## config.mk

```make
export PLATFORM = sky130hd
export DESIGN_NAME = gam_learning_scheduler
export DESIGN_NICKNAME = d
export VERILOG_FILES = /design/src/rtl/gam_learning_scheduler.sv
export SDC_FILE = /design/constraint.sdc
export NUM_CORES = 1
export LEC_CHECK = 0
export ABC_AREA = 0
export BUFFER_PORTS_ARGS = -buffer_cell sky130_fd_sc_hd__clkbuf_2
export CORE_UTILIZATION = 35
export DETAILED_ROUTE_END_ITERATION = 10
export MAX_ROUTING_LAYER = met4
export REMOVE_ABC_BUFFERS = 1
export SYNTH_ARGS = -nofsm -noshare
export SYNTH_HDL_FRONTEND = slang
export SYNTH_SLANG_ARGS = --single-unit
```

## constraint.sdc

```tcl
create_clock -name clk -period 1.7 [get_ports clk]
set_input_delay 0.255 -clock clk [delete_from_list [all_inputs] [get_ports clk]]
set_output_delay 0.255 -clock clk [all_outputs]
set_load 0.02 [all_outputs]
```

## src/rtl/gam_learning_scheduler.sv

```systemverilog
// Phase sequencer for the GAM memory layer: paced training epochs, associative
// learning hand-off, then single-request recall service under a handshake watchdog.
package gam_learning_scheduler_pkg;
    typedef enum logic { RW_WAIT = 1'b0, RW_READY = 1'b1 } ready_wait_t;
    typedef enum logic { LR_LEARNING = 1'b0, LR_RECALL = 1'b1 } learning_recall_t;
endpackage

module gam_learning_scheduler
    import gam_learning_scheduler_pkg::*;
#(
    parameter int NUM_SAMPLES    = 16,
    parameter int SAMPLE_ADDR_W  = 4,
    parameter int NUM_EPOCHS     = 4,
    parameter int EPOCH_W        = 3,
    parameter int TIMEOUT_CYCLES = 255
) (
    input  logic                     clk,
    input  logic                     reset,
    input  logic                     start,
    input  ready_wait_t              ready_wait,
    input  logic                     ml_idle,
    output logic                     learning_done,
    output learning_recall_t         learning_recall,
    output logic                     sample_valid,
    output logic [SAMPLE_ADDR_W-1:0] sample_addr,
    output logic [EPOCH_W-1:0]       epoch,
    output logic                     assoc_learning_start,
    input  logic                     assoc_learning_done,
    input  logic                     recall_req,
    input  logic [SAMPLE_ADDR_W-1:0] recall_addr,
    output logic                     recall_ack,
    input  logic                     recall_done,
    output logic                     busy,
    output logic                     error
);
    localparam int WD_W = $clog2(TIMEOUT_CYCLES + 1);
    localparam logic [SAMPLE_ADDR_W-1:0] LAST_SAMPLE = SAMPLE_ADDR_W'(NUM_SAMPLES - 1);
    localparam logic [EPOCH_W-1:0]       LAST_EPOCH  = EPOCH_W'(NUM_EPOCHS - 1);
    localparam logic [WD_W-1:0]          WD_LAST     = WD_W'(TIMEOUT_CYCLES - 1);

    typedef enum logic [3:0] {
        S_IDLE, WAIT_READY, HOLD, ADVANCE, DRAIN,
        ASSOC_START, ASSOC_WAIT, R_IDLE, R_WAIT
    } state_t;

    state_t                   state_q, state_d;
    logic [SAMPLE_ADDR_W-1:0] addr_q, addr_d;
    logic [EPOCH_W-1:0]       epoch_q, epoch_d;
    logic [WD_W-1:0]          wd_q, wd_d;
    logic                     err_q, err_d;
    logic                     ack_q, ack_d;
    logic                     idle_seen_q, idle_seen_d;
    logic                     last_sample;
    logic                     waiting;

    assign last_sample = (addr_q == LAST_SAMPLE) && (epoch_q == LAST_EPOCH);
    assign waiting = (state_q == WAIT_READY) || (state_q == DRAIN) ||
                     (state_q == ASSOC_WAIT) || (state_q == R_WAIT);

    always_comb begin
        state_d     = state_q;
        addr_d      = addr_q;
        epoch_d     = epoch_q;
        err_d       = err_q;
        ack_d       = 1'b0;
        idle_seen_d = 1'b0;
        wd_d        = '0;
        case (state_q)
            S_IDLE: begin
                if (start) begin
                    addr_d  = '0;
                    epoch_d = '0;
                    err_d   = 1'b0;
                    state_d = WAIT_READY;
                end
            end
            WAIT_READY: if (ready_wait == RW_READY) state_d = HOLD;
            HOLD:       state_d = last_sample ? DRAIN : ADVANCE;
            ADVANCE: begin
                state_d = WAIT_READY;
                if (addr_q == LAST_SAMPLE) begin
                    addr_d  = '0;
                    epoch_d = epoch_q + 1'b1;
                end else begin
                    addr_d  = addr_q + 1'b1;
                end
            end
            DRAIN: begin
                // idle must be seen on two back-to-back drain cycles
                idle_seen_d = ml_idle;
                if (ml_idle && idle_seen_q) state_d = ASSOC_START;
            end
            ASSOC_START: state_d = ASSOC_WAIT;
            ASSOC_WAIT:  if (assoc_learning_done) state_d = R_IDLE;
            R_IDLE: begin
                if (start) begin
                    addr_d  = '0;
                    epoch_d = '0;
                    err_d   = 1'b0;
                    state_d = WAIT_READY;
                end else if (recall_req) begin
                    addr_d  = recall_addr;
                    ack_d   = 1'b1;
                    state_d = R_WAIT;
                end
            end
            R_WAIT:  if (recall_done) state_d = R_IDLE;
            default: state_d = S_IDLE;
        endcase

        // A completed handshake wins over a timeout landing on the same cycle.
        if (waiting && (state_d == state_q)) begin
            if (wd_q == WD_LAST) begin
                state_d = S_IDLE;
                err_d   = 1'b1;
            end else begin
                wd_d = wd_q + 1'b1;
            end
        end
    end

    always_ff @(posedge clk or negedge reset) begin
        if (!reset) begin
            state_q     <= S_IDLE;
            addr_q      <= '0;
            epoch_q     <= '0;
            wd_q        <= '0;
            err_q       <= 1'b0;
            ack_q       <= 1'b0;
            idle_seen_q <= 1'b0;
        end else begin
            state_q     <= state_d;
            addr_q      <= addr_d;
            epoch_q     <= epoch_d;
            wd_q        <= wd_d;
            err_q       <= err_d;
            ack_q       <= ack_d;
            idle_seen_q <= idle_seen_d;
        end
    end

    always_comb begin
        learning_done = 1'b1;
        case (state_q)
            WAIT_READY, ADVANCE: learning_done = 1'b0;
            HOLD:                learning_done = last_sample;
            default:             learning_done = 1'b1;
        endcase
    end

    assign learning_recall = ((state_q == R_IDLE) || (state_q == R_WAIT)) ? LR_RECALL : LR_LEARNING;
    assign sample_valid    = (state_q == WAIT_READY) || (state_q == HOLD) || (state_q == R_WAIT);
    assign sample_addr     = addr_q;
    assign epoch           = epoch_q;
    assign assoc_learning_start = (state_q == ASSOC_START);
    assign recall_ack      = ack_q;
    assign busy            = (state_q != S_IDLE) && (state_q != R_IDLE);
    assign error           = err_q;
endmodule

```

## After elaboration in Yosys (flattened, before gate mapping)

Cells that the tools add are included.

| storage, ports and cells | value |
|---|---|
| logic and storage cells | 76 |
| ROM bits | 0 |
| register bits | 22 |
| memory bits (writable) | 0 |
| latch bits | 0 |
| input bits | 12 |
| output and inout port bits | 14 |
| memories kept | 0 |

| cells by class | value |
|---|---|
| reductions and logical operators | 18 |
| multiplexer cells | 31 |
| add/sub/neg operators | 3 |
| bitwise operators | 0 |
| equality and inequality tests | 17 |
| $lt $le $gt $ge | 0 |
| $mul | 0 |
| shift-type cells | 0 |
| div/mod/pow operators | 0 |

Operators by type and width:

| cell | count |
|---|---|
| 4-bit two-way mux | 13 |
| 4-bit one-hot mux with 9 select lines | 1 |
| 4-bit by 3-bit == test with 1-bit output, second input constant | 4 |
| 8-bit two-way mux | 2 |
| 4-bit one-hot mux with 3 select lines | 1 |
| 1-bit two-way mux | 9 |
| 3-bit two-way mux | 3 |
| 8-bit by 1-bit adder with 8-bit output, second input constant | 1 |
| 4-bit by 2-bit == test with 1-bit output, second input constant | 2 |
| 4-bit == test, second input constant | 2 |
| 8-bit == test, second input constant | 1 |
| 1-bit logical OR | 6 |
| 3-bit one-hot mux with 2 select lines | 1 |
| 3-bit AND reduction | 2 |
| 4-bit by 1-bit adder with 4-bit output, second input constant | 1 |
| 4-bit by 1-bit == test with 1-bit output, second input constant | 1 |
| 4-bit == test | 1 |
| 1-bit logical AND | 4 |
| 4-bit logical NOT | 1 |
| 2-bit inequality test, second input constant | 2 |
| 4-bit by 3-bit inequality test with 1-bit output, second input constant | 1 |
| 4-bit nonzero test | 1 |
| 2-bit OR reduction | 2 |
| 3-bit by 1-bit adder with 3-bit output, second input constant | 1 |
| 6 further kinds | 6 |

## Longest topological paths before layout

Gate-level depths: netlist of run 1.

| depth | value |
|---|---|
| word-level depth | 7 |
| depth in mapped cells | 6 |
| mapped depth without buffers | 6 |

## Worst setup path after synthesis of run 1

No wires, ideal clock.

| timing | value |
|---|---|
| path type | register to register |
| start point | register epoch_q[0] (netlist: epoch[0]) |
| end point | register wd_q[0] |
| buffers on the path | 0 |
| setup slack | -98 ps |
| setup time | 94 ps |
| arrival time | 1703 ps |
| data required time | 1606 ps |
| stages on the path, launching flop included | 7 |
| period minus slack after synthesis | 1798 ps |
| cell sequence | dfrtp_1 -> ha_1 -> ha_1 -> nand4_1 -> a22oi_1 -> o2111ai_4 -> a211oi_1 |

| between the ends | value |
|---|---|
| word-level cells in the longest chain between the ends | 7 |

RTL lines:

| item | RTL line | source |
|---|---|---|
| start: declaration | 48 | `logic [EPOCH_W-1:0] epoch_q, epoch_d;` |
| start signal: assignment | 134 | `epoch_q <= epoch_d;` |
| 3-bit by 2-bit == test with 1-bit output | 56 | `assign last_sample = (addr_q == LAST_SAMPLE) && (epoch_q == LAST_EPOCH);` |
| 1-bit logical AND | 56 |  |
| 3-bit two-way mux | 78 | `HOLD: state_d = last_sample ? DRAIN : ADVANCE;` |
| 4-bit one-hot mux with 9 select lines | 68 | `case (state_q)` |
| 4-bit == test | 112 | `if (waiting && (state_d == state_q)) begin` |
| 1-bit logical AND | 112 |  |
| 8-bit two-way mux | 112 |  |
| named net wd_d[0] | 49 | `logic [WD_W-1:0] wd_q, wd_d;` |
| end signal: assignment | 135 | `wd_q <= wd_d;` |
| end: declaration | 49 |  |

The timed path passes the listed nets, and every way through them passes these cells.
A chain may end at the register's enable or synchronous reset.

## Worst setup path in the final report of run 1

| timing | value |
|---|---|
| start point | register epoch_q[0] (netlist: epoch[0]) |
| end point | output port learning_done |

| between the ends | value |
|---|---|
| word-level cells in the longest chain between the ends | 3 |

RTL lines:

| item | RTL line | source |
|---|---|---|
| 3-bit by 2-bit == test with 1-bit output | 56 |  |
| 1-bit logical AND | 56 |  |
| 1-bit one-hot mux with 2 select lines | 144 | `case (state_q)` |
| end: declaration | 22 | `output logic learning_done,` |

Every way passes these cells.

==> run_summary.xml, run 1 <==
<?xml version="1.0" encoding="UTF-8"?>
<metrics>
  <group name="status">
    <metric name="status" unit="">complete, but fails checks</metric>
    <metric name="violations" unit="">setup timing</metric>
  </group>
  <group name="yosys">
    <metric name="synth_edf_count" unit="">0</metric>
    <metric name="postSynthRegisterBits" unit="">22</metric>
    <metric name="synth-seq-area-share" unit="">0.370</metric>
    <metric name="postSynth.topFlopCell" unit="">sky130_fd_sc_hd__dfrtp_1</metric>
    <metric name="post_synth.cell_area_avg" unit="sq um">9.47</metric>
    <metric name="netlist-cell-type-count" unit="">53</metric>
    <metric name="synthesis.yosys.warnings" unit="">0</metric>
    <metric name="syn_area" unit="sq um">1490</metric>
    <metric name="fraction_of_registers_with_async_set_or_reset_after_synthesis" unit="">1.00</metric>
    <metric name="postSynthCellCount" unit="">157</metric>
  </group>
  <group name="job">
    <metric name="cap_viol_max_count" unit="">0</metric>
  </group>
  <group name="min_path">
    <metric name="timing.hold.worst.class" unit="">in2reg</metric>
  </group>
  <group name="die">
    <metric name="top_level_ports" unit="">26</metric>
    <metric name="die_width" unit="microns">67.2</metric>
    <metric name="effective_utilization_at_floorplan" unit="">0.369</metric>
    <metric name="floorplan_row_count" unit="">23</metric>
    <metric name="fp.coreArea" unit="sq um">4030</metric>
    <metric name="dieArea" unit="sq um">4510</metric>
    <metric name="dieHeight" unit="microns">67.2</metric>
  </group>
  <group name="clocking">
    <metric name="tritoncts_clock_tree" unit="">done</metric>
    <metric name="h-tree-depth" unit="">1</metric>
    <metric name="cts-buffers-inserted" unit="">3</metric>
    <metric name="clock_insertion_delay_at_the_later_pin_of_the_skew_report" unit="ps">260</metric>
    <metric name="cts-root-buf" unit="">sky130_fd_sc_hd__clkbuf_8</metric>
    <metric name="clkSlewWorstSetupHoldPaths" unit="ps">90</metric>
    <metric name="clockBufferDepth" unit="">2</metric>
    <metric name="cts.sink_count" unit="">22</metric>
  </group>
  <group name="timing">
    <metric name="grt_setup_unrepaired" unit="">true</metric>
    <metric name="timing.fmax" unit="GHz">0.517</metric>
    <metric name="finalHoldViolations" unit="">0</metric>
    <metric name="slew_headroom" unit="">0.610</metric>
    <metric name="worst_pin_slew" unit="ps">585</metric>
    <metric name="fin_skew" unit="ps">4.82</metric>
    <metric name="finalMaxSlewViolations" unit="">0</metric>
    <metric name="final_period_util" unit="">1.14</metric>
    <metric name="setup_total_negative_slack" unit="ps">-1570</metric>
    <metric name="setup-violations-final" unit="">15</metric>
    <metric name="period_needed" unit="ps">1940</metric>
    <metric name="setup_ws_final" unit="ps">-236</metric>
  </group>
  <group name="final_layout">
    <metric name="finish.cell_count_without_fillers" unit="">269</metric>
    <metric name="final_nets" unit="">237</metric>
    <metric name="syn2layout_area_growth" unit="%">50.0</metric>
    <metric name="antenna_cells_inserted" unit="">0</metric>
    <metric name="post_route_cells_drive_above_1_share" unit="">0.466</metric>
    <metric name="multiInputGateArea" unit="sq um">1010</metric>
    <metric name="num-fill-cells" unit="">362</metric>
    <metric name="final-seq-area" unit="sq um">551</metric>
  </group>
  <group name="power">
    <metric name="seqPwrFrac" unit="">0.213</metric>
    <metric name="sw_frac_of_total" unit="">0.414</metric>
    <metric name="netSwitchingPower" unit="W">0.00147</metric>
    <metric name="post-layout-total-power" unit="W">0.00355</metric>
    <metric name="clock_power_share" unit="">0.140</metric>
    <metric name="power_density" unit="nW/um^2">1590</metric>
    <metric name="power.internal" unit="W">0.00208</metric>
    <metric name="power.share.combinational" unit="">0.647</metric>
    <metric name="p_leak" unit="nW">0.994</metric>
    <metric name="worst_case_vdd_ir_drop" unit="mV">0.707</metric>
  </group>
  <group name="critical_path">
    <metric name="cp_slowest_stage_delay" unit="ps">390</metric>
    <metric name="worst_setup_path_end_kind" unit="">primary output</metric>
    <metric name="critical_path.cell_chain" unit="">ha_2 -&gt; ha_4 -&gt; nand4_1 -&gt; a21oi_2 -&gt; or3_1 -&gt; clkbuf_8</metric>
    <metric name="critical_path_maximum_fanout" unit="">2</metric>
    <metric name="timing.critical_path.from_type" unit="">register</metric>
    <metric name="cp_data_arrival_time" unit="ps">1680</metric>
    <metric name="timing_worst_setup_path_type" unit="">reg2out</metric>
    <metric name="timing.critical_path.required" unit="ps">1440</metric>
    <metric name="slowest_stage" unit="">sky130_fd_sc_hd__dfrtp_1</metric>
  </group>
  <group name="drt">
    <metric name="drt-initial-drc-count" unit="">147</metric>
    <metric name="num_vias" unit="">1503</metric>
    <metric name="route.detailed.wl_per_inst" unit="microns">16.6</metric>
    <metric name="drc" unit="">0</metric>
    <metric name="drt_wl_total" unit="microns">4480</metric>
    <metric name="total_iterations_of_the_first_detailed_routing_run" unit="">4</metric>
    <metric name="antenna_violating_nets_post_route" unit="">0</metric>
    <metric name="detail_route.vias_per_cell" unit="">5.59</metric>
  </group>
  <group name="global_routing">
    <metric name="gr-usage-all-layers" unit="">0.219</metric>
    <metric name="grt_pass1_wl" unit="microns">7160</metric>
    <metric name="grt_max_degree" unit="">23</metric>
    <metric name="grt_antenna_before_repair" unit="">0</metric>
    <metric name="vias_in_the_first_global_route" unit="">1560</metric>
    <metric name="grt-ovfl-total" unit="">0</metric>
  </group>
  <group name="placement">
    <metric name="gp_routability_congestion" unit="">0.877</metric>
    <metric name="placed_cells" unit="">251</metric>
    <metric name="numPortBuffers" unit="">25</metric>
    <metric name="dpl.hpwl" unit="microns">3050</metric>
  </group>
</metrics>
[what timing repair did]
item,CTS,global route
cloned,1,0
pin swaps,20,5
hold buffers,1,0
setup buffers,12,1
resized for setup,38,13
endpoints found under the hold margin,22,0
setup endpoints to repair,16,21
[placed cells by master, fill, tap and decap left out, drive strengths merged, types with 2 or more instances in the layout]
| master | instances |
|---|---|
| a22o | 2 |
| nand4 | 3 |
| clkbuf | 24 |
| nor4b | 2 |
| nand2b | 3 |
| nand2 | 9 |
| dfrtp | 22 |
| a22oi | 3 |
| nand4b | 3 |
| buf | 46 |
| nor2b | 2 |
| o2111ai | 2 |
| or4b | 2 |
| o311a | 2 |
| nor2 | 7 |
| o21ai | 8 |
| o31ai | 2 |
| inv | 10 |
| xor2 | 7 |
| a21o | 2 |
| o2bb2ai | 3 |
| and3 | 3 |
| a211oi | 8 |
| and4 | 2 |
| a21oi | 7 |
| ha | 5 |
| o21a | 3 |
| nand3 | 6 |
[cells by family after synthesis]
family,share of synthesized area
fa+ha+maj,0.0421
flops,0.370
simple gates,0.220
xor+xnor,0.0471
compound gates,0.253
mux,0.00673
buf+inv,0.0614
[critical path: cells and delay by family, from the launching register on]
family | cells | cell delay, ps
AO/OA/AOI/OAI | 1 | 80
adder cells (fa/ha/maj) | 2 | 350
buffers and inverters | 1 | 160
flip-flops | 1 | 390
AND/OR/NAND/NOR | 2 | 440
[routing by layer]
layer	track usage	routed length [microns]
met1	0.252	1890
met2	0.381	2370
met3	0.0287	137
met4	0.0904	72
met5	-	0
[sequential cells by signal (all words and copies together) (netlist names)]
signal       cells
epoch            3
error            1
recall_ack       1
wd_q             8
sample_addr      4
idle_seen_q      1
state_q          4
[cells in the mapped netlist, types with 2 or more instances]
cell type,count,share of area
sky130_fd_sc_hd__xor2_1,7,0.041
sky130_fd_sc_hd__o311a_1,2,0.013
sky130_fd_sc_hd__dfrtp_1,22,0.37
sky130_fd_sc_hd__inv_1,10,0.025
sky130_fd_sc_hd__o21ai_0,8,0.027
sky130_fd_sc_hd__buf_2,3,0.010
sky130_fd_sc_hd__nor2_1,7,0.018
sky130_fd_sc_hd__nand4b_1,3,0.018
sky130_fd_sc_hd__o31ai_1,2,0.010
sky130_fd_sc_hd__a22oi_1,3,0.015
sky130_fd_sc_hd__nand3_1,6,0.020
sky130_fd_sc_hd__nand2b_1,3,0.013
sky130_fd_sc_hd__nor4b_1,2,0.012
sky130_fd_sc_hd__clkbuf_1,5,0.013
sky130_fd_sc_hd__a21o_1,2,0.010
sky130_fd_sc_hd__a21oi_1,6,0.020
sky130_fd_sc_hd__a211oi_1,7,0.035
sky130_fd_sc_hd__and4_1,2,0.012
sky130_fd_sc_hd__nor2b_1,2,0.0084
sky130_fd_sc_hd__a22o_1,2,0.012
sky130_fd_sc_hd__nand4_1,3,0.013
sky130_fd_sc_hd__o2bb2ai_1,3,0.018
sky130_fd_sc_hd__o21a_1,3,0.015
sky130_fd_sc_hd__nand2_1,9,0.023
sky130_fd_sc_hd__ha_1,5,0.042
sky130_fd_sc_hd__and3_1,3,0.013
[stage by stage]
stage | hold WS, ps | cell area [sq um] | utilization | setup WS (ps)
6_report | 231 | 2230 | 0.553 | -236
5_1_grt | 248 | 2230 | 0.553 | -303
4_1_cts | 231 | 2180 | 0.540 | -232
3_5_place_dp | 281 | 1850 | 0.458 | -68.4
3_3_place_gp | 263 | 1850 | 0.458 | -66.5
2_1_floorplan | -40.6 | 1430 | - | -162
[cell type report]
type | count | area share
clock buffer | 3 | 0.0185
clock inverter | 1 | 0.0135
inverter | 10 | 0.0168
multi-input combinational | 115 | 0.452
sequential | 22 | 0.247
tap | 50 | 0.0281
timing repair buffer | 68 | 0.224
[worst paths after layout]
| path | end | slack (ps) | start | depth (start not counted) |
|---|---|---|---|---|
| min in group asynchronous | idle_seen_q | 520 | reset | 2 |
| worst max register to register | state_q[3] | -160 | state_q[1] | 6 |
| worst min-delay path | idle_seen_q | 230 | ml_idle | 2 |
| max in group asynchronous | sample_addr[3] | 800 | reset | 2 |
| worst max-delay path | learning_done | -240 | epoch[0] | 6 |
| worst min register to register | error | 550 | error | 2 |
[power groups by stage]
stage	sequential, W	combinational, W	clock [W]
2_1_floorplan	0.000913	0.000773	0
3_3_place_gp	0.000747	0.00160	0
3_5_place_dp	0.000754	0.00163	0
4_1_cts	0.000748	0.00217	0.000512
5_1_grt	0.000767	0.00245	0.000526
6_report	0.000757	0.00230	0.000498
(Power assumes the default switching activity.)
==> run 2, diff against run 1 <==
--- a/config.mk
+++ b/config.mk
@@ -10,6 +10,7 @@
 export CORE_UTILIZATION = 35
 export DETAILED_ROUTE_END_ITERATION = 10
 export MAX_ROUTING_LAYER = met4
+export PLACE_DENSITY_LB_ADDON = 0.1
 export REMOVE_ABC_BUFFERS = 1
 export SYNTH_ARGS = -nofsm -noshare
 export SYNTH_HDL_FRONTEND = slang
==> run 2 against run 1 <==
Compared with the run above: the flow finishes with violations (hold timing, setup timing); wire length fell by 2.2%; clock-buffer cell count did not move; core utilization rose by 0.12 points; design area rose by 0.22%; global-route usage rose by 0.23 points; critical path depth did not move; combinational power barely moved; sequential share of layout area rose by 0.057 points; critical path type unchanged; critical endpoint unchanged; largest power group unchanged.
==> run_summary.xml, run 2 (synthesis results as in run 1) <==
<?xml version="1.0" encoding="UTF-8"?>
<metrics>
  <group name="status">
    <metric name="status" unit="">complete, but fails checks</metric>
    <metric name="violations" unit="">hold timing, setup timing</metric>
  </group>
  <group name="drt">
    <metric name="drt_wl_total" unit="microns">4380</metric>
    <metric name="antenna_violating_nets_post_route" unit="">0</metric>
    <metric name="drc" unit="">0</metric>
    <metric name="drt-initial-drc-count" unit="">80</metric>
    <metric name="route.detailed.wl_per_inst" unit="microns">16.4</metric>
    <metric name="num_vias" unit="">1469</metric>
    <metric name="detail_route.vias_per_cell" unit="">5.50</metric>
    <metric name="total_iterations_of_the_first_detailed_routing_run" unit="">4</metric>
  </group>
  <group name="global_routing">
    <metric name="busiest_grt_layer" unit="">met2</metric>
    <metric name="grt_antenna_before_repair" unit="">0</metric>
    <metric name="grt_max_degree" unit="">23</metric>
    <metric name="grt-ovfl-total" unit="">0</metric>
    <metric name="met2_usage" unit="">0.354</metric>
    <metric name="met1_usage" unit="">0.295</metric>
    <metric name="grt_pass1_wl" unit="microns">7300</metric>
    <metric name="grt_util_met3" unit="">0.0355</metric>
    <metric name="gr-usage-all-layers" unit="">0.221</metric>
    <metric name="vias_in_the_first_global_route" unit="">1474</metric>
  </group>
  <group name="placement">
    <metric name="dp_slack" unit="ps">-62.8</metric>
    <metric name="gp_routability_congestion" unit="">0.791</metric>
    <metric name="placed_cells" unit="">251</metric>
    <metric name="postPlaceCellArea" unit="sq um">1850</metric>
    <metric name="numPortBuffers" unit="">25</metric>
    <metric name="dpl.hpwl" unit="microns">2990</metric>
  </group>
  <group name="die">
    <metric name="dieArea" unit="sq um">4510</metric>
    <metric name="fp.coreArea" unit="sq um">4030</metric>
    <metric name="die_width" unit="microns">67.2</metric>
    <metric name="top_level_ports" unit="">26</metric>
    <metric name="effective_utilization_at_floorplan" unit="">0.369</metric>
    <metric name="floorplan_row_count" unit="">23</metric>
    <metric name="dieHeight" unit="microns">67.2</metric>
  </group>
  <group name="final_layout">
    <metric name="final-seq-area" unit="sq um">553</metric>
    <metric name="final_cell_mix" unit="">sky130_fd_sc_hd__buf_4 (36), sky130_fd_sc_hd__dfrtp_1 (20), sky130_fd_sc_hd__clkbuf_2 (20)</metric>
    <metric name="layout_commonest_cell" unit="">sky130_fd_sc_hd__buf_4</metric>
    <metric name="final_cell_area" unit="sq um">2230</metric>
    <metric name="syn2layout_area_growth" unit="%">50.3</metric>
    <metric name="post_route_cells_drive_above_1_share" unit="">0.488</metric>
    <metric name="final_nets" unit="">235</metric>
    <metric name="max_flop_register" unit="">wd_q</metric>
    <metric name="largest_reg_flops" unit="">8</metric>
    <metric name="antenna_cells_inserted" unit="">0</metric>
    <metric name="finalCoreUtilization" unit="">0.555</metric>
    <metric name="multiInputGateArea" unit="sq um">1010</metric>
    <metric name="finish.cell_count_without_fillers" unit="">267</metric>
    <metric name="num-fill-cells" unit="">372</metric>
  </group>
  <group name="timing">
    <metric name="setup_ws_final" unit="ps">-227</metric>
    <metric name="worst_pin_slew" unit="ps">601</metric>
    <metric name="finalHoldViolations" unit="">22</metric>
    <metric name="finalMaxSlewViolations" unit="">0</metric>
    <metric name="setup_total_negative_slack" unit="ps">-820</metric>
    <metric name="fin_skew" unit="ps">6.57</metric>
    <metric name="timing.fmax" unit="GHz">0.519</metric>
    <metric name="final_period_util" unit="">1.13</metric>
    <metric name="setup-violations-final" unit="">16</metric>
    <metric name="slew_headroom" unit="">0.599</metric>
    <metric name="fin_worst_hold_slack" unit="ps">-22.4</metric>
    <metric name="period_needed" unit="ps">1930</metric>
    <metric name="grt_setup_unrepaired" unit="">true</metric>
  </group>
  <group name="critical_path">
    <metric name="worst_r2r_startpoint" unit="">state_q[1]</metric>
    <metric name="critical_path.cell_chain" unit="">ha_2 -&gt; ha_4 -&gt; nand4_1 -&gt; a21oi_1 -&gt; or3_1 -&gt; buf_6</metric>
    <metric name="slowest_stage" unit="">sky130_fd_sc_hd__dfrtp_1</metric>
    <metric name="worst_r2r_path_depth" unit="">6</metric>
    <metric name="critical_path_maximum_fanout" unit="">2</metric>
    <metric name="cp_slowest_stage_delay" unit="ps">390</metric>
    <metric name="cp_data_arrival_time" unit="ps">1670</metric>
    <metric name="timing.critical_path.from_type" unit="">register</metric>
    <metric name="timing_worst_setup_path_type" unit="">reg2out</metric>
    <metric name="reg2reg_to" unit="">error</metric>
    <metric name="worst_setup_path_end_kind" unit="">primary output</metric>
    <metric name="timing.critical_path.required" unit="ps">1440</metric>
    <metric name="rrSetupSlack" unit="ps">-80</metric>
  </group>
  <group name="job">
    <metric name="cap_viol_max_count" unit="">0</metric>
  </group>
  <group name="clocking">
    <metric name="h-tree-depth" unit="">1</metric>
    <metric name="cts_hold_buffers" unit="">0</metric>
    <metric name="clock_insertion_delay_at_the_later_pin_of_the_skew_report" unit="ps">270</metric>
    <metric name="clkSlewWorstSetupHoldPaths" unit="ps">90</metric>
    <metric name="cts-root-buf" unit="">sky130_fd_sc_hd__clkbuf_8</metric>
    <metric name="clockBufferDepth" unit="">2</metric>
    <metric name="cts-buffers-inserted" unit="">3</metric>
    <metric name="tritoncts_clock_tree" unit="">done</metric>
    <metric name="cts.sink_count" unit="">22</metric>
  </group>
  <group name="power">
    <metric name="p_leak" unit="nW">0.988</metric>
    <metric name="worst_case_vdd_ir_drop" unit="mV">0.805</metric>
    <metric name="power_density" unit="nW/um^2">1590</metric>
  </group>
  <group name="min_path">
    <metric name="timing.hold.worst.class" unit="">in2async</metric>
  </group>
</metrics>
## run 2: changes by cell type in the layout (fill, tap and decap cells not counted), sizes merged
| cell | before | now |
|---|---|---|
| clkbuf | 24 | 23 |
| dlygate4sd3 | 1 | 0 |
## run 2: worst max-delay path by stage
| stage | startpoint | to | slack, ps | cells past startpoint |
|---|---|---|---|---|
| after floorplan | state_q[3] | wd_q[0] | -160 | 4 |
| after global placement | state_q[0] | error | -20 | 4 |
| after detailed placement | state_q[1] | wd_q[2] | -60 | 4 |
| after CTS | epoch[0] | learning_done | -250 | 6 |
| after global routing | epoch[0] | learning_done | -290 | 6 |
| final | epoch[0] | learning_done | -230 | 6 |
## run 2: stage by stage
| step | hold slack, ps | power [W] |
|---|---|---|
| 2_1_floorplan | -40.6 | 0.00169 |
| 3_3_place_gp | 281 | 0.00232 |
| 3_5_place_dp | 286 | 0.00234 |
| 4_1_cts | 2.09 | 0.00335 |
| 5_1_grt | 17.3 | 0.00376 |
| 6_report | -22.4 | 0.00355 |
## run 2: final cells by class
class / count / share of cell area
multi-input combinational: 115 / 0.454
sequential: 22 / 0.247
timing repair buffer: 66 / 0.222
tap: 50 / 0.0280
clock buffer: 3 / 0.0185
inverter: 10 / 0.0168
clock inverter: 1 / 0.0134
## run 2: metal layers
| metal | vias up | routed length, microns |
|---|---|---|
| li1 | 713 | - |
| met1 | 728 | 2080 |
| met2 | 22 | 2140 |
| met3 | 6 | 85 |
| met4 | 0 | 65 |
| met5 | - | 0 |
## run 2: where the power goes
part / internal (W) / switching (W)
Combinational: 0.00111 / 0.00117
Clock: 0.000315 / 0.000187
Sequential: 0.000641 / 0.000117
## run 2: repair_timing
item	4_1_cts	5_1_grt
resized for setup	35	22
pin swaps	18	7
setup endpoints to repair	17	23
cloned	1	0
setup buffers	9	2
## run 2: critical path, delay by kind of cell, from the launching register on
| kind | cells | cell delay [ps] |
|---|---|---|
| simple gates | 2 | 430 |
| flops | 1 | 390 |
| fa+ha+maj | 2 | 350 |
| buf+inv | 1 | 150 |
| compound gates | 1 | 80 |
==> run 3, diff against run 2 <==
--- a/config.mk
+++ b/config.mk
@@ -7,6 +7,8 @@
 export LEC_CHECK = 0
 export ABC_AREA = 0
 export BUFFER_PORTS_ARGS = -buffer_cell sky130_fd_sc_hd__clkbuf_2
+export CELL_PAD_IN_SITES_DETAIL_PLACEMENT = 1
+export CELL_PAD_IN_SITES_GLOBAL_PLACEMENT = 1
 export CORE_UTILIZATION = 35
 export DETAILED_ROUTE_END_ITERATION = 10
 export MAX_ROUTING_LAYER = met4
==> run 3 against run 2 <==
Compared with the run above: the flow finishes with violations (setup timing); via count increased by 2.2%; first-iteration DRC count is 28% lower; non-clock buffer count did not move; sequential power fell by 2%; core utilization is 2.4 points lower; worst hold slack improved by 270 ps; clock-buffer cell count unchanged; clock power shrank 37%; total power fell by 8.9%; setup slack is essentially flat; design area down 4.4%; critical endpoint is now state_q[2]; highest routed layer unchanged.
==> run_summary.xml, run 3 (synthesis results as in run 1) <==
<?xml version="1.0" encoding="UTF-8"?>
<metrics>
  <group name="timing">
    <metric name="period_needed" unit="ps">1930</metric>
    <metric name="grt_setup_unrepaired" unit="">true</metric>
    <metric name="setup_ws_final" unit="ps">-227</metric>
    <metric name="final_period_util" unit="">1.13</metric>
    <metric name="fin_worst_hold_slack" unit="ps">251</metric>
    <metric name="finalHoldViolations" unit="">0</metric>
    <metric name="finalMaxSlewViolations" unit="">0</metric>
    <metric name="fin_skew" unit="ps">2.06</metric>
    <metric name="slew_headroom" unit="">0.623</metric>
    <metric name="timing.fmax" unit="GHz">0.519</metric>
    <metric name="setup-violations-final" unit="">17</metric>
    <metric name="worst_pin_slew" unit="ps">566</metric>
  </group>
  <group name="die">
    <metric name="dieHeight" unit="microns">67.2</metric>
    <metric name="top_level_ports" unit="">26</metric>
    <metric name="die_width" unit="microns">67.2</metric>
    <metric name="floorplan_row_count" unit="">23</metric>
    <metric name="effective_utilization_at_floorplan" unit="">0.369</metric>
    <metric name="fp.coreArea" unit="sq um">4030</metric>
    <metric name="dieArea" unit="sq um">4510</metric>
  </group>
  <group name="drt">
    <metric name="drc" unit="">0</metric>
    <metric name="drt-initial-drc-count" unit="">58</metric>
    <metric name="drt_wl_total" unit="microns">4510</metric>
    <metric name="total_iterations_of_the_first_detailed_routing_run" unit="">4</metric>
    <metric name="detail_route.vias_per_cell" unit="">5.65</metric>
    <metric name="antenna_violating_nets_post_route" unit="">0</metric>
    <metric name="num_vias" unit="">1502</metric>
    <metric name="route.detailed.wl_per_inst" unit="microns">16.9</metric>
  </group>
  <group name="power">
    <metric name="clock_power_share" unit="">0.098</metric>
    <metric name="worst_case_vdd_ir_drop" unit="mV">0.755</metric>
    <metric name="sw_frac_of_total" unit="">0.428</metric>
    <metric name="seqPwrFrac" unit="">0.230</metric>
    <metric name="power.share.combinational" unit="">0.672</metric>
    <metric name="power.internal" unit="W">0.00185</metric>
    <metric name="netSwitchingPower" unit="W">0.00138</metric>
    <metric name="p_leak" unit="nW">0.960</metric>
    <metric name="post-layout-total-power" unit="W">0.00323</metric>
    <metric name="power_density" unit="nW/um^2">1510</metric>
  </group>
  <group name="clocking">
    <metric name="cts-buffers-inserted" unit="">3</metric>
    <metric name="h-tree-depth" unit="">1</metric>
    <metric name="clkSlewWorstSetupHoldPaths" unit="ps">80</metric>
    <metric name="tritoncts_clock_tree" unit="">done</metric>
    <metric name="cts-root-buf" unit="">sky130_fd_sc_hd__clkbuf_8</metric>
    <metric name="clockBufferDepth" unit="">2</metric>
    <metric name="cts.sink_count" unit="">22</metric>
    <metric name="clock_insertion_delay_at_the_later_pin_of_the_skew_report" unit="ps">260</metric>
  </group>
  <group name="final_layout">
    <metric name="syn2layout_area_growth" unit="%">43.8</metric>
    <metric name="final_cell_mix" unit="">sky130_fd_sc_hd__buf_4 (36), sky130_fd_sc_hd__dfrtp_1 (22), sky130_fd_sc_hd__clkbuf_2 (22)</metric>
    <metric name="antenna_cells_inserted" unit="">0</metric>
    <metric name="layout_commonest_cell" unit="">sky130_fd_sc_hd__buf_4</metric>
    <metric name="max_flop_register" unit="">wd_q</metric>
    <metric name="post_route_cells_drive_above_1_share" unit="">0.426</metric>
    <metric name="final_cell_area" unit="sq um">2140</metric>
    <metric name="final_nets" unit="">235</metric>
    <metric name="largest_reg_flops" unit="">8</metric>
    <metric name="finish.cell_count_without_fillers" unit="">266</metric>
  </group>
  <group name="placement">
    <metric name="gp_routability_congestion" unit="">0.912</metric>
    <metric name="postPlaceCellArea" unit="sq um">1840</metric>
    <metric name="dpl.hpwl" unit="microns">3340</metric>
    <metric name="numPortBuffers" unit="">25</metric>
    <metric name="dp_slack" unit="ps">-142</metric>
    <metric name="placed_cells" unit="">250</metric>
  </group>
  <group name="status">
    <metric name="violations" unit="">setup timing</metric>
    <metric name="status" unit="">complete, but fails checks</metric>
  </group>
  <group name="global_routing">
    <metric name="grt_antenna_before_repair" unit="">0</metric>
    <metric name="grt_max_degree" unit="">23</metric>
    <metric name="grt-ovfl-total" unit="">0</metric>
    <metric name="grt_pass1_wl" unit="microns">7240</metric>
    <metric name="vias_in_the_first_global_route" unit="">1498</metric>
    <metric name="gr-usage-all-layers" unit="">0.223</metric>
  </group>
  <group name="critical_path">
    <metric name="critical_path.cell_chain" unit="">buf_6 -&gt; or4b_4 -&gt; o211a_4 -&gt; o211ai_1 -&gt; buf_4 -&gt; o21a_1</metric>
    <metric name="cp_data_arrival_time" unit="ps">2120</metric>
    <metric name="timing.critical_path.required" unit="ps">1900</metric>
    <metric name="reg2reg_to" unit="">state_q[2]</metric>
    <metric name="slowest_stage" unit="">sky130_fd_sc_hd__or4b_4</metric>
    <metric name="worst_r2r_path_depth" unit="">6</metric>
    <metric name="critical_path_maximum_fanout" unit="">3</metric>
    <metric name="rrSetupSlack" unit="ps">-230</metric>
    <metric name="cp_slowest_stage_delay" unit="ps">560</metric>
    <metric name="worst_setup_path_end_kind" unit="">register</metric>
    <metric name="worst_r2r_startpoint" unit="">state_q[2]</metric>
    <metric name="timing_worst_setup_path_type" unit="">reg2reg</metric>
    <metric name="timing.critical_path.from_type" unit="">register</metric>
  </group>
  <group name="job">
    <metric name="cap_viol_max_count" unit="">0</metric>
  </group>
  <group name="min_path">
    <metric name="min-delay-start" unit="">ml_idle</metric>
    <metric name="min_path_cells" unit="">2</metric>
    <metric name="hold_path_end" unit="">idle_seen_q</metric>
    <metric name="timing.hold.worst.class" unit="">in2reg</metric>
  </group>
</metrics>
run 3: cell types whose count changed in the layout (fill, tap and decap cells not counted), sizes merged:
cell	change
clkbuf	+3
buf	-4
dlygate4sd3	+1
bufinv	-1
run 3: worst max-delay path by stage:
stage                          endpoint  startpoint  slack (ps)  depth (start not counted)
after floorplan                 wd_q[0]  state_q[3]        -160                          4
after global placement       state_q[3]  state_q[1]        -120                          5
after detailed placement        wd_q[4]  state_q[1]        -140                          6
after CTS                 learning_done    epoch[0]        -260                          6
after global routing         state_q[0]  state_q[2]        -310                          6
final                        state_q[2]  state_q[2]        -230                          6
run 3: cell type report:
class | count | area, sq um
inverter | 10 | 37.5
tap | 50 | 62.6
sequential | 22 | 551
clock buffer | 3 | 41.3
fill | 474 | 1890
multi-input combinational | 115 | 970
timing repair buffer | 66 | 475
run 3: repair_timing:
item                                    in CTS  in global routing
endpoints found under the hold margin       22                  0
gates resized for setup                     25                 12
endpoints found under the setup margin      20                 25
pin swaps                                   21                 12
hold buffers                                 1                  0
cloned                                       1                  0
buffers inserted                             3                  9
run 3: critical path, delay by kind of cell (launching register included):
kind | cells | cell delay, ps
simple gates | 1 | 560
compound gates | 3 | 580
flops | 1 | 410
buf+inv | 2 | 310
run 3: metrics by stage:
stage / TNS (ps) / util
finish: -2840 / 0.530
global route: -3950 / 0.530
CTS: -2580 / 0.509
detailed placement: -1640 / 0.456
global placement: -1070 / 0.456
floorplan: -1700 / -
run 3: routing by layer:
layer | up-vias | GRT usage | wire length, microns
met5 | - | - | 0
met4 | 0 | 0.0559 | 54
met3 | 4 | 0.0355 | 135
met2 | 24 | 0.395 | 2350
met1 | 761 | 0.260 | 1960
li1 | 713 | - | -
run 3: power by group through the flow:
stage | combinational (W) | sequential (W) | clock, W
after floorplan | 0.000773 | 0.000913 | 0
after global placement | 0.00162 | 0.000748 | 0
after detailed placement | 0.00165 | 0.000754 | 0
after CTS | 0.00194 | 0.000745 | 0.000328
after global routing | 0.00234 | 0.000754 | 0.000344
final | 0.00217 | 0.000742 | 0.000317
